[src/rtl/main_mem_responder_pkg.sv]
// Shared definitions for the cache-to-memory bus responder.
package mem_bus_pkg;

   // Default bus widths
   localparam int ADDR_W_DEF = 8;
   localparam int DATA_W_DEF = 8;

   // Latency counter width; covers LATENCY 1..15
   localparam int CNT_W = 4;

   typedef logic [CNT_W-1:0] cnt_t;

   // Responder FSM encoding
   localparam logic [1:0] S_IDLE = 2'd0;
   localparam logic [1:0] S_WAIT = 2'd1;
   localparam logic [1:0] S_DONE = 2'd2;
   localparam logic [1:0] S_REL  = 2'd3;

endpackage

[src/rtl/main_mem_responder_if.sv]
// Cache-to-memory bus: request from the cache controller, completion from memory.
interface main_mem_responder_if
   import mem_bus_pkg::*;
#(
   parameter int ADDR_W = ADDR_W_DEF,
   parameter int DATA_W = DATA_W_DEF
) ();

   logic              bus_access;
   logic              write_opn_to_bus;
   logic [ADDR_W-1:0] mem_address;
   logic [DATA_W-1:0] mem_data;
   logic              finish;
   logic [DATA_W-1:0] out_data_Mem;
   logic              mem_busy;

   modport master (
      output bus_access, write_opn_to_bus, mem_address, mem_data,
      input  finish, out_data_Mem, mem_busy
   );

   modport slave (
      input  bus_access, write_opn_to_bus, mem_address, mem_data,
      output finish, out_data_Mem, mem_busy
   );

endinterface

[src/rtl/main_mem_responder_mem_array.sv]
// Single-port synchronous RAM with registered read; contents are never reset.
module mem_array
#(
   parameter int ADDR_W = 8,
   parameter int DATA_W = 8
) (
   input  logic              clk,
   input  logic              we,
   input  logic              re,
   input  logic [ADDR_W-1:0] addr,
   input  logic [DATA_W-1:0] wdata,
   output logic [DATA_W-1:0] rdata
);

   logic [DATA_W-1:0] store [2**ADDR_W];

   // Write on we, registered read on re (one-cycle read latency)
   always_ff @(posedge clk) begin
      if (we)
         store[addr] <= wdata;
      if (re)
         rdata <= store[addr];
   end

endmodule

[src/rtl/main_mem_responder.sv]
// Memory-side responder: accepts one bus request, services it against the
// backing store after LATENCY cycles and returns a one-cycle finish pulse.
module main_mem_responder
   import mem_bus_pkg::*;
#(
   parameter int ADDR_W  = ADDR_W_DEF,
   parameter int DATA_W  = DATA_W_DEF,
   parameter int LATENCY = 4
) (
   input  logic                 clk,
   input  logic                 rst,
   main_mem_responder_if.slave  bus
);

   logic [1:0]        state;
   cnt_t              cnt;
   logic              wr_q;
   logic [ADDR_W-1:0] addr_q;
   logic [DATA_W-1:0] data_q;
   logic              finish_q;
   logic [DATA_W-1:0] rdata_q;
   logic              busy_q;

   logic              ram_we;
   logic              ram_re;
   logic [ADDR_W-1:0] ram_addr;
   logic [DATA_W-1:0] ram_rdata;

   // RAM control: the read is issued one edge before DONE so its data is
   // ready on the DONE edge; with LATENCY=1 that edge is the acceptance edge,
   // hence the address comes straight from the bus while IDLE. Writes land on
   // the DONE edge and are gated by rst so a reset drops a pending write.
   always_comb begin
      ram_addr = (state == S_IDLE) ? bus.mem_address : addr_q;
      ram_we   = !rst && (state == S_WAIT) && (cnt == '0) && wr_q;
      ram_re   = !rst && (((state == S_IDLE) && (bus.bus_access == 1'b1) && (LATENCY == 1)) ||
                          ((state == S_WAIT) && (cnt == cnt_t'(1))));
   end

   mem_array #(
      .ADDR_W (ADDR_W),
      .DATA_W (DATA_W)
   ) u_mem_array (
      .clk   (clk),
      .we    (ram_we),
      .re    (ram_re),
      .addr  (ram_addr),
      .wdata (data_q),
      .rdata (ram_rdata)
   );

   // Request FSM: latch on acceptance, count down, pulse finish, wait for release
   always_ff @(posedge clk) begin
      if (rst) begin
         state    <= S_IDLE;
         cnt      <= '0;
         finish_q <= 1'b0;
         rdata_q  <= '0;
         busy_q   <= 1'b0;
      end else begin
         case (state)
            S_IDLE: begin
               finish_q <= 1'b0;
               if (bus.bus_access == 1'b1) begin
                  wr_q   <= bus.write_opn_to_bus;
                  addr_q <= bus.mem_address;
                  data_q <= bus.mem_data;
                  cnt    <= cnt_t'(LATENCY - 1);
                  busy_q <= 1'b1;
                  state  <= S_WAIT;
               end
            end
            S_WAIT: begin
               if (cnt == '0) begin
                  state    <= S_DONE;
                  finish_q <= 1'b1;
                  if (!wr_q)
                     rdata_q <= ram_rdata;
               end else begin
                  cnt <= cnt - 1'b1;
               end
            end
            S_DONE: begin
               finish_q <= 1'b0;
               state    <= S_REL;
            end
            S_REL: begin
               if (bus.bus_access == 1'b0) begin
                  busy_q <= 1'b0;
                  state  <= S_IDLE;
               end
            end
            default: state <= S_IDLE;
         endcase
      end
   end

   assign bus.finish       = finish_q;
   assign bus.out_data_Mem = rdata_q;
   assign bus.mem_busy     = busy_q;

endmodule

[src/flat_wrapper.sv]
// flat-port wrapper written by rule: the top's interface ports become plain ports
module main_mem_responder_flat import mem_bus_pkg::*;
#(
   parameter int ADDR_W  = ADDR_W_DEF,
   parameter int DATA_W  = DATA_W_DEF,
   parameter int LATENCY = 4
)
  (clk, rst, bus_bus_access, bus_write_opn_to_bus, bus_mem_address, bus_mem_data, bus_finish, bus_out_data_Mem, bus_mem_busy);
  main_mem_responder_if #(.ADDR_W(ADDR_W), .DATA_W(DATA_W)) bus_i ();
  input  logic clk;
  input  logic rst;
  input wire logic [$bits(bus_i.bus_access)-1:0] bus_bus_access;
  input wire logic [$bits(bus_i.write_opn_to_bus)-1:0] bus_write_opn_to_bus;
  input wire logic [$bits(bus_i.mem_address)-1:0] bus_mem_address;
  input wire logic [$bits(bus_i.mem_data)-1:0] bus_mem_data;
  output wire logic [$bits(bus_i.finish)-1:0] bus_finish;
  output wire logic [$bits(bus_i.out_data_Mem)-1:0] bus_out_data_Mem;
  output wire logic [$bits(bus_i.mem_busy)-1:0] bus_mem_busy;
  assign bus_i.bus_access = bus_bus_access;
  assign bus_i.write_opn_to_bus = bus_write_opn_to_bus;
  assign bus_i.mem_address = bus_mem_address;
  assign bus_i.mem_data = bus_mem_data;
  assign bus_finish = bus_i.finish;
  assign bus_out_data_Mem = bus_i.out_data_Mem;
  assign bus_mem_busy = bus_i.mem_busy;
  main_mem_responder #(.ADDR_W(ADDR_W), .DATA_W(DATA_W), .LATENCY(LATENCY)) u_core (.clk(clk), .rst(rst), .bus(bus_i));
endmodule
[config.mk]
export PLATFORM = sky130hd
export DESIGN_NAME = main_mem_responder_flat
export DESIGN_NICKNAME = d
export VERILOG_FILES = /design/src/rtl/main_mem_responder_pkg.sv /design/src/rtl/main_mem_responder_if.sv /design/src/rtl/main_mem_responder_mem_array.sv /design/src/rtl/main_mem_responder.sv /design/src/flat_wrapper.sv
export SDC_FILE = /design/constraint.sdc
export NUM_CORES = 2
export LEC_CHECK = 0
export ABC_AREA = 1
export CORE_ASPECT_RATIO = 0.7
export CORE_MARGIN = 2
export CORE_UTILIZATION = 35
export CTS_CLUSTER_SIZE = 40
export DETAILED_ROUTE_END_ITERATION = 10
export GPL_TIMING_DRIVEN = 1
export HOLD_SLACK_MARGIN = 0.05
export PLACE_DENSITY_LB_ADDON = 0.2
export SYNTH_ARGS = -nofsm -noshare
export SYNTH_HDL_FRONTEND = slang
export SYNTH_SLANG_ARGS = --single-unit
[constraint.sdc]
create_clock -name clk -period 6.3 [get_ports clk]
set_input_delay 1.89 -clock clk [delete_from_list [all_inputs] [get_ports clk]]
set_output_delay 1.89 -clock clk [all_outputs]
set_load 0.005 [all_outputs]
== After elaboration in Yosys (flattened, before gate mapping) ==
Memory sizes are Yosys's and may differ from the RTL's. A register that Yosys moved wholly into a read port is not among the register bits.
Cells that the tools add are included.
Widths: inputs -> output; s select.

* Add/subtract/negate cells: 1
* Divide/modulo/power cells: 0
* Shift operators: 0
* $lt $le $gt $ge: 0
* Bitwise operators: 2
* Mux-type cells: 15
* Eq/ne operators: 8
* Multiply operators: 0
* Reductions and logical operators: 18

{| class="wikitable"
|+ Operators by type and width
! operator !! count
|-
| $reduce_and 3->1 || 5
|-
| $mux 4 || 2
|-
| $mux 8 || 1
|-
| $ne 2x2->1 const B || 4
|-
| $pmux 2 s4 || 1
|-
| $pmux 4 s2 || 1
|-
| $mux 2 || 3
|-
| $reduce_bool 2->1 || 3
|-
| $logic_and 1x1->1 || 5
|-
| $mux 1 || 5
|-
| $eq 2x2->1 const B || 2
|-
| $eq 4x1->1 const B || 1
|-
| $logic_not 4->1 || 1
|-
| $pmux 1 s2 || 2
|-
| $sub 4x1->4 const B || 1
|-
| $eq 2x1->1 const B || 1
|-
| $logic_not 2->1 || 1
|-
| $not 1->1 || 2
|-
| $reduce_and 2->1 || 1
|-
| $reduce_or 2->1 || 1
|-
| $logic_not 1->1 || 1
|}

* Register bits after elaboration: 33
* Bits in latches: 0
* Memories: 1
* Word-level logic and storage cells: 53
* Memory bits (writable): 2048
* Input bits: 20
* Bits in read-only memories: 0

{| class="wikitable"
|+ Memories
! memory !! depth !! bits a word !! rd ports !! clocked after Yosys merged registers in !! write ports !! RTL line !! RTL
|-
| u_core.u_mem_array.store || 256 || 8 || 1 || 1 || 1 || main_mem_responder_mem_array.sv:15 || <nowiki>logic [DATA_W-1:0] store [2**ADDR_W];</nowiki>
|}

== Longest topological paths before layout ==
* Depth in word-level cells: 6
* Mapped depth: 20

== Hierarchy ==
From an unflattened synthesis, not the netlist that was laid out.

* Cell total of the unflattened synthesis: 8202
* Area, all modules: 86470.4 µm²

{| class="wikitable"
|+ Modules (own cells, without submodules)
! module !! times used !! sequential area each (µm²) !! area each (µm²) !! cells each
|-
| mem_array || 1 || 61739.2 || 84936.5 || 8021
|-
| main_mem_responder || 1 || 830.8 || 1534.0 || 181
|}

== Least setup slack after synthesis ==
OpenSTA, ideal clock, no wires.

* Path type: reg2reg
* Start: register u_core.data_q[0]
* End: memory u_core.u_mem_array.store[0][0], data pin
* Setup slack: 2.254 ns
* Data arrival time: 3.228 ns
* Cell stages (with the launch flop): 1
* Data required time: 5.483 ns
* Period minus slack after synthesis: 4.046 ns
* Library setup time: 0.817 ns
* Cells stage by stage: edfxtp_1

{| class="wikitable"
|+ RTL lines
! item !! RTL line !! RTL
|-
| start: declaration || main_mem_responder.sv:19 || <nowiki>logic [DATA_W-1:0] data_q;</nowiki>
|-
| start signal: assignment || main_mem_responder.sv:67 || <nowiki>data_q <= bus.mem_data;</nowiki>
|-
| end: declaration || main_mem_responder_mem_array.sv:15 ||
|}

No word-level cell before the write port.

== Final worst setup path ==
* Start: input bus_mem_address[1]
* End: register u_core.u_mem_array.rdata[4], read port of u_core.u_mem_array.store, data pin

* Longest elaborated chain between the ends: 1

{| class="wikitable"
|+ Ends and longest elaborated chain
! item !! RTL line !! RTL
|-
| start: declaration || flat_wrapper.sv:14 || <nowiki>input wire logic [$bits(bus_i.mem_address)-1:0] bus_mem_address;</nowiki>
|-
| $mux 8 || main_mem_responder.sv:34 || <nowiki>ram_addr = (state == S_IDLE) ? bus.mem_address : addr_q;</nowiki>
|-
| end: declaration || main_mem_responder_mem_array.sv:12 || <nowiki>output logic [DATA_W-1:0] rdata</nowiki>
|}

No other way between the ends.
A chain may end at the register's enable or synchronous reset.

==> results by stage <==
Outcome:
- The flow ran to the end, and the final reports show no timing, DRC or antenna violations.

Die:
- The initialized floorplan defines approximately 150 standard-cell rows.
- The die is 421 um tall.
- The starting density of the core is 35.1%.
- The placeable core area is 248000 um^2.
- Measured along the x axis, the die boundary spans 600 um.
- The area of the die is around 250000 um^2.
- The number of ports placed on the die boundary is 30.

Setup path:
- The type of destination of the critical path is a flop.
- At the worst endpoint, the required time is 6.90 ns.
- The startpoint type of the worst setup path is an input port.
- The type of the setup path with the least slack is in -> reg.
- The maximum net fanout on the critical path is 87.
- For the worst setup path, the data arrival time is 5.32 ns.

Global routing:
- The number of antenna violations at the first check in global routing was 13.
- The first global-routing pass estimated roughly 380000 um of wire.
- The residual overflow from global routing is 0.
- Global routing consumed, over all layers together, between 20% and 30% of the routing resources.
- The number of global-route vias before repair is 56.2k.
- The maximum number of pins on one net before global-route repair is 142.

Logic synthesis:
- By count the netlist is led by nand2_1 (4987), edfxtp_1 (2073), nor2_1 (352), nand3_1 (262), clkbuf_1 (219).
- The net count after synthesis is 8374.
- The post-synthesis register bit count is 2089.
- The top-area cell type share of the netlist area is 71.5%.
- The number of different library cells in the post-synthesis netlist is 31.
- The share of synthesized flip-flops with an asynchronous set or reset is 0%.
- The number of enable flip-flop cells after synthesis is 2073.
- The number of warning messages in the yosys log is 0.
- Ranked by total cell area, the synthesized netlist is headed by edfxtp_1 (72%), nand2_1 (22%), nor2_1 (1.5%), nand3_1 (1.5%), buf_2 (1.0%).
- Yosys instantiated no cell more often than nand2_1.
- The biggest area contributor in the post-synthesis netlist is edfxtp_1.
- The synthesized area is 87000 um^2.
- The sequential fraction of the synthesis area is 71.9%.
- For this run, the leading register cell type out of synthesis is edfxtp_1.
- The number of instances in the synthesized netlist is roughly 8.3k.
- The mean area per synthesized cell is 10.4 um^2.

Placed design:
- The congestion estimate from routability-driven global placement came to 0.840.
- Port buffering added 29 buffers.
- The half-perimeter wire length of the detailed placement result is 153000 um.
- The placed instances occupy a cell area of 93000 um^2.

Detailed routing:
- The average via count per standard cell is about 4.9.
- The detailed router placed 59.1k vias in this run.
- In this run the remaining antenna-violating nets after routing total 0.
- The first-iteration detailed-routing DRC count is 6339.
- The pre-antenna-repair detailed-routing pass consisted of 5 iterations.
- The final routed wire length divided by cell count is 21.9 um.
- The number of remaining DRC errors is 0.
- The final wirelength is 263000 um.

Clocking:
- Counting along the longest clock path gives a buffer depth of 4.
- Gates resized during post-CTS repair numbered 0.
- The clock edge transition at the registers on the reported setup and hold paths is 0.06 ns.
- CTS saw roughly 2.1k sinks.
- For this design, the CTS-stage hold fixing added 0 buffers.
- The TritonCTS buffer count is 204.
- The tree is rooted in a clkbuf_16.
- After clock tree synthesis, the setup repair step added 0 buffers.
- The clock latency reported for the late side of the worst-skew pair is slightly below 0.9 ns.
- The count of H-tree levels built during CTS is 4.
- The CTS tree is yes.

STA:
- The number of pins exceeding their max-slew limit in the final report is 0.
- The slew at the pin closest to its max-slew limit is 1.34 ns.
- Setup repair after global routing left no endpoint under its margin.
- The tightest hold margin is 0.510 ns.
- The final count of negative-setup-slack endpoints is 0.
- Headroom to the max-slew limit came out at 10.3%.
- The worst clock skew is 0.0411 ns.
- The highest achievable clock rate is 212 MHz.
- For the final routed database, the setup TNS stands at 0 ns.
- Of the available clock period, the critical path in the final layout requires about 75%.
- The hold violation total from the final report was 0.
- The final period demand of the worst path is approximately 4.7 ns.

Finish:
- The total non-filler cell area in the finished layout is ~100000 um^2.
- In the final design database the tool counted 8515 nets.
- The area growth from synthesis to layout is 14.1%.
- Of the cells placed in the final design, the portion with a size suffix greater than 1 is between 7 and 8%.
- The share of the core filled with cells in the final layout is 40.1%.

Worst hold path:
- The worst min-delay path class is reg -> reg.

Power and ir drop:
- The power after layout is 44500 uW.
- The areal power density over the cells is between 400 and 500 nW/um^2.
- The static leakage power is 0.0394 uW.
- IR analysis of the VDD net gives a maximum drop of about 0.47 mV.

Run:
- The max-capacitance violation count is 0.
==> worst max-delay path, stage by stage <==
cell and delay (ns):
clkdlybuf4s50_1 0.48, nand2_1 0.09, o21ai_4 0.22, inv_8 0.31, buf_12 0.32, buf_4 0.24
nand2_1 0.09, nand2_1 0.07, nand2_1 0.06, nand2_1 0.07, o21ai_1 0.43, nand2_1 0.32
nor2_1 0.18, nor2_1 0.05, nor2_1 0.25, nand2_1 0.08
==> cell usage in the layout, fill, tap and decap left out, types with 3 or more instances in the layout <==
master and instances:
a21oi_1 12, buf_12 53, buf_4 292, bufinv_16 16, clkbuf_1 52, clkbuf_16 208
clkbuf_8 4, clkdlybuf4s50_1 29, clkinv_1 46, clkinv_2 26, clkinvlp_4 4, dfxtp_1 16
diode_2 3, edfxtp_1 2073, ha_1 7, inv_1 19, inv_2 5, nand2_1 4986
nand2_4 4, nand3_1 250, nand3_2 16, nor2_1 349, nor2_4 11, o21ai_0 7
o21ai_1 132, or2_0 3
==> state kept, by name, indices dropped and copies added, names as in the netlist <==
register,flops
u_core.cnt,4
u_core.bus.finish,1
u_core.wr_q,1
u_core.addr_q,8
u_core.bus.out_data_Mem,8
u_core.u_mem_array.store,2048
u_core.data_q,8
u_core.u_mem_array.rdata,8
u_core.state,2
u_core.bus.mem_busy,1
==> kinds of logic (layout without fill, tap and decap cells) <==
logic type	count (synthesis)	in the layout	synth area share [%]
xor+xnor	1	1	0.0101
other cells	0	3	0
buf+inv	465	758	2.29
simple gates	5628	5628	24.8
fa+ha+maj	7	7	0.101
compound gates	157	157	0.916
flops	2089	2089	71.9
==> per-layer routing <==
layer | routed length, um | vias to the layer above | track usage, % | share of wire, %
li1 | - | 27700 | - | -
met1 | 126000 | 29100 | 31.7 | 48
met2 | 112000 | 1981 | 30.0 | 43
met3 | 19200 | 299 | 3.29 | 7.3
met4 | 5160 | 2 | 4.26 | 2.0
met5 | 13 | - | 0 | 0.0050
==> metrics by stage <==
| step | cells | setup slack (ns) |
|---|---|---|
| after floorplan | 8347 | 2.25 |
| after global placement | 11600 | 0.746 |
| after detailed placement | 11600 | 0.736 |
| after CTS | 12000 | 1.58 |
| after global routing | 12000 | 1.44 |
| final | 12000 | 1.58 |
==> layout make-up <==
type	count	area [um^2]
antenna	3	7.51
clock buffer	264	5460
clock inverter	94	843
fill	24100	148000
inverter	26	105
multi-input combinational	5793	22600
sequential	2089	62600
tap	3332	4170
timing repair buffer	374	3540
==> worst paths after layout <==
| path | endpoint | cells past startpoint | startpoint | slack [ns] |
|---|---|---|---|---|
| worst max register to register | u_core.u_mem_array.store[122][1] | 9 | u_core.state[1] | 1.61 |
| worst min-delay path | u_core.cnt[0] | 1 | u_core.cnt[0] | 0.51 |
| worst min register to register | u_core.cnt[0] | 1 | u_core.cnt[0] | 0.51 |
| worst max-delay path | u_core.u_mem_array.rdata[4] | 16 | bus_mem_address[1] | 1.58 |
==> power breakdown <==
part / total (uW) / leakage, uW / internal, uW / switching, uW
logic: 16900 / 0.0175 / 4290 / 12600
clock network: 12000 / 0.00307 / 6720 / 5310
registers: 15600 / 0.0188 / 15500 / 51.7
total: 44500 / 0.0394 / 26600 / 17900
Note: power is estimated with default switching activity, not from simulation.
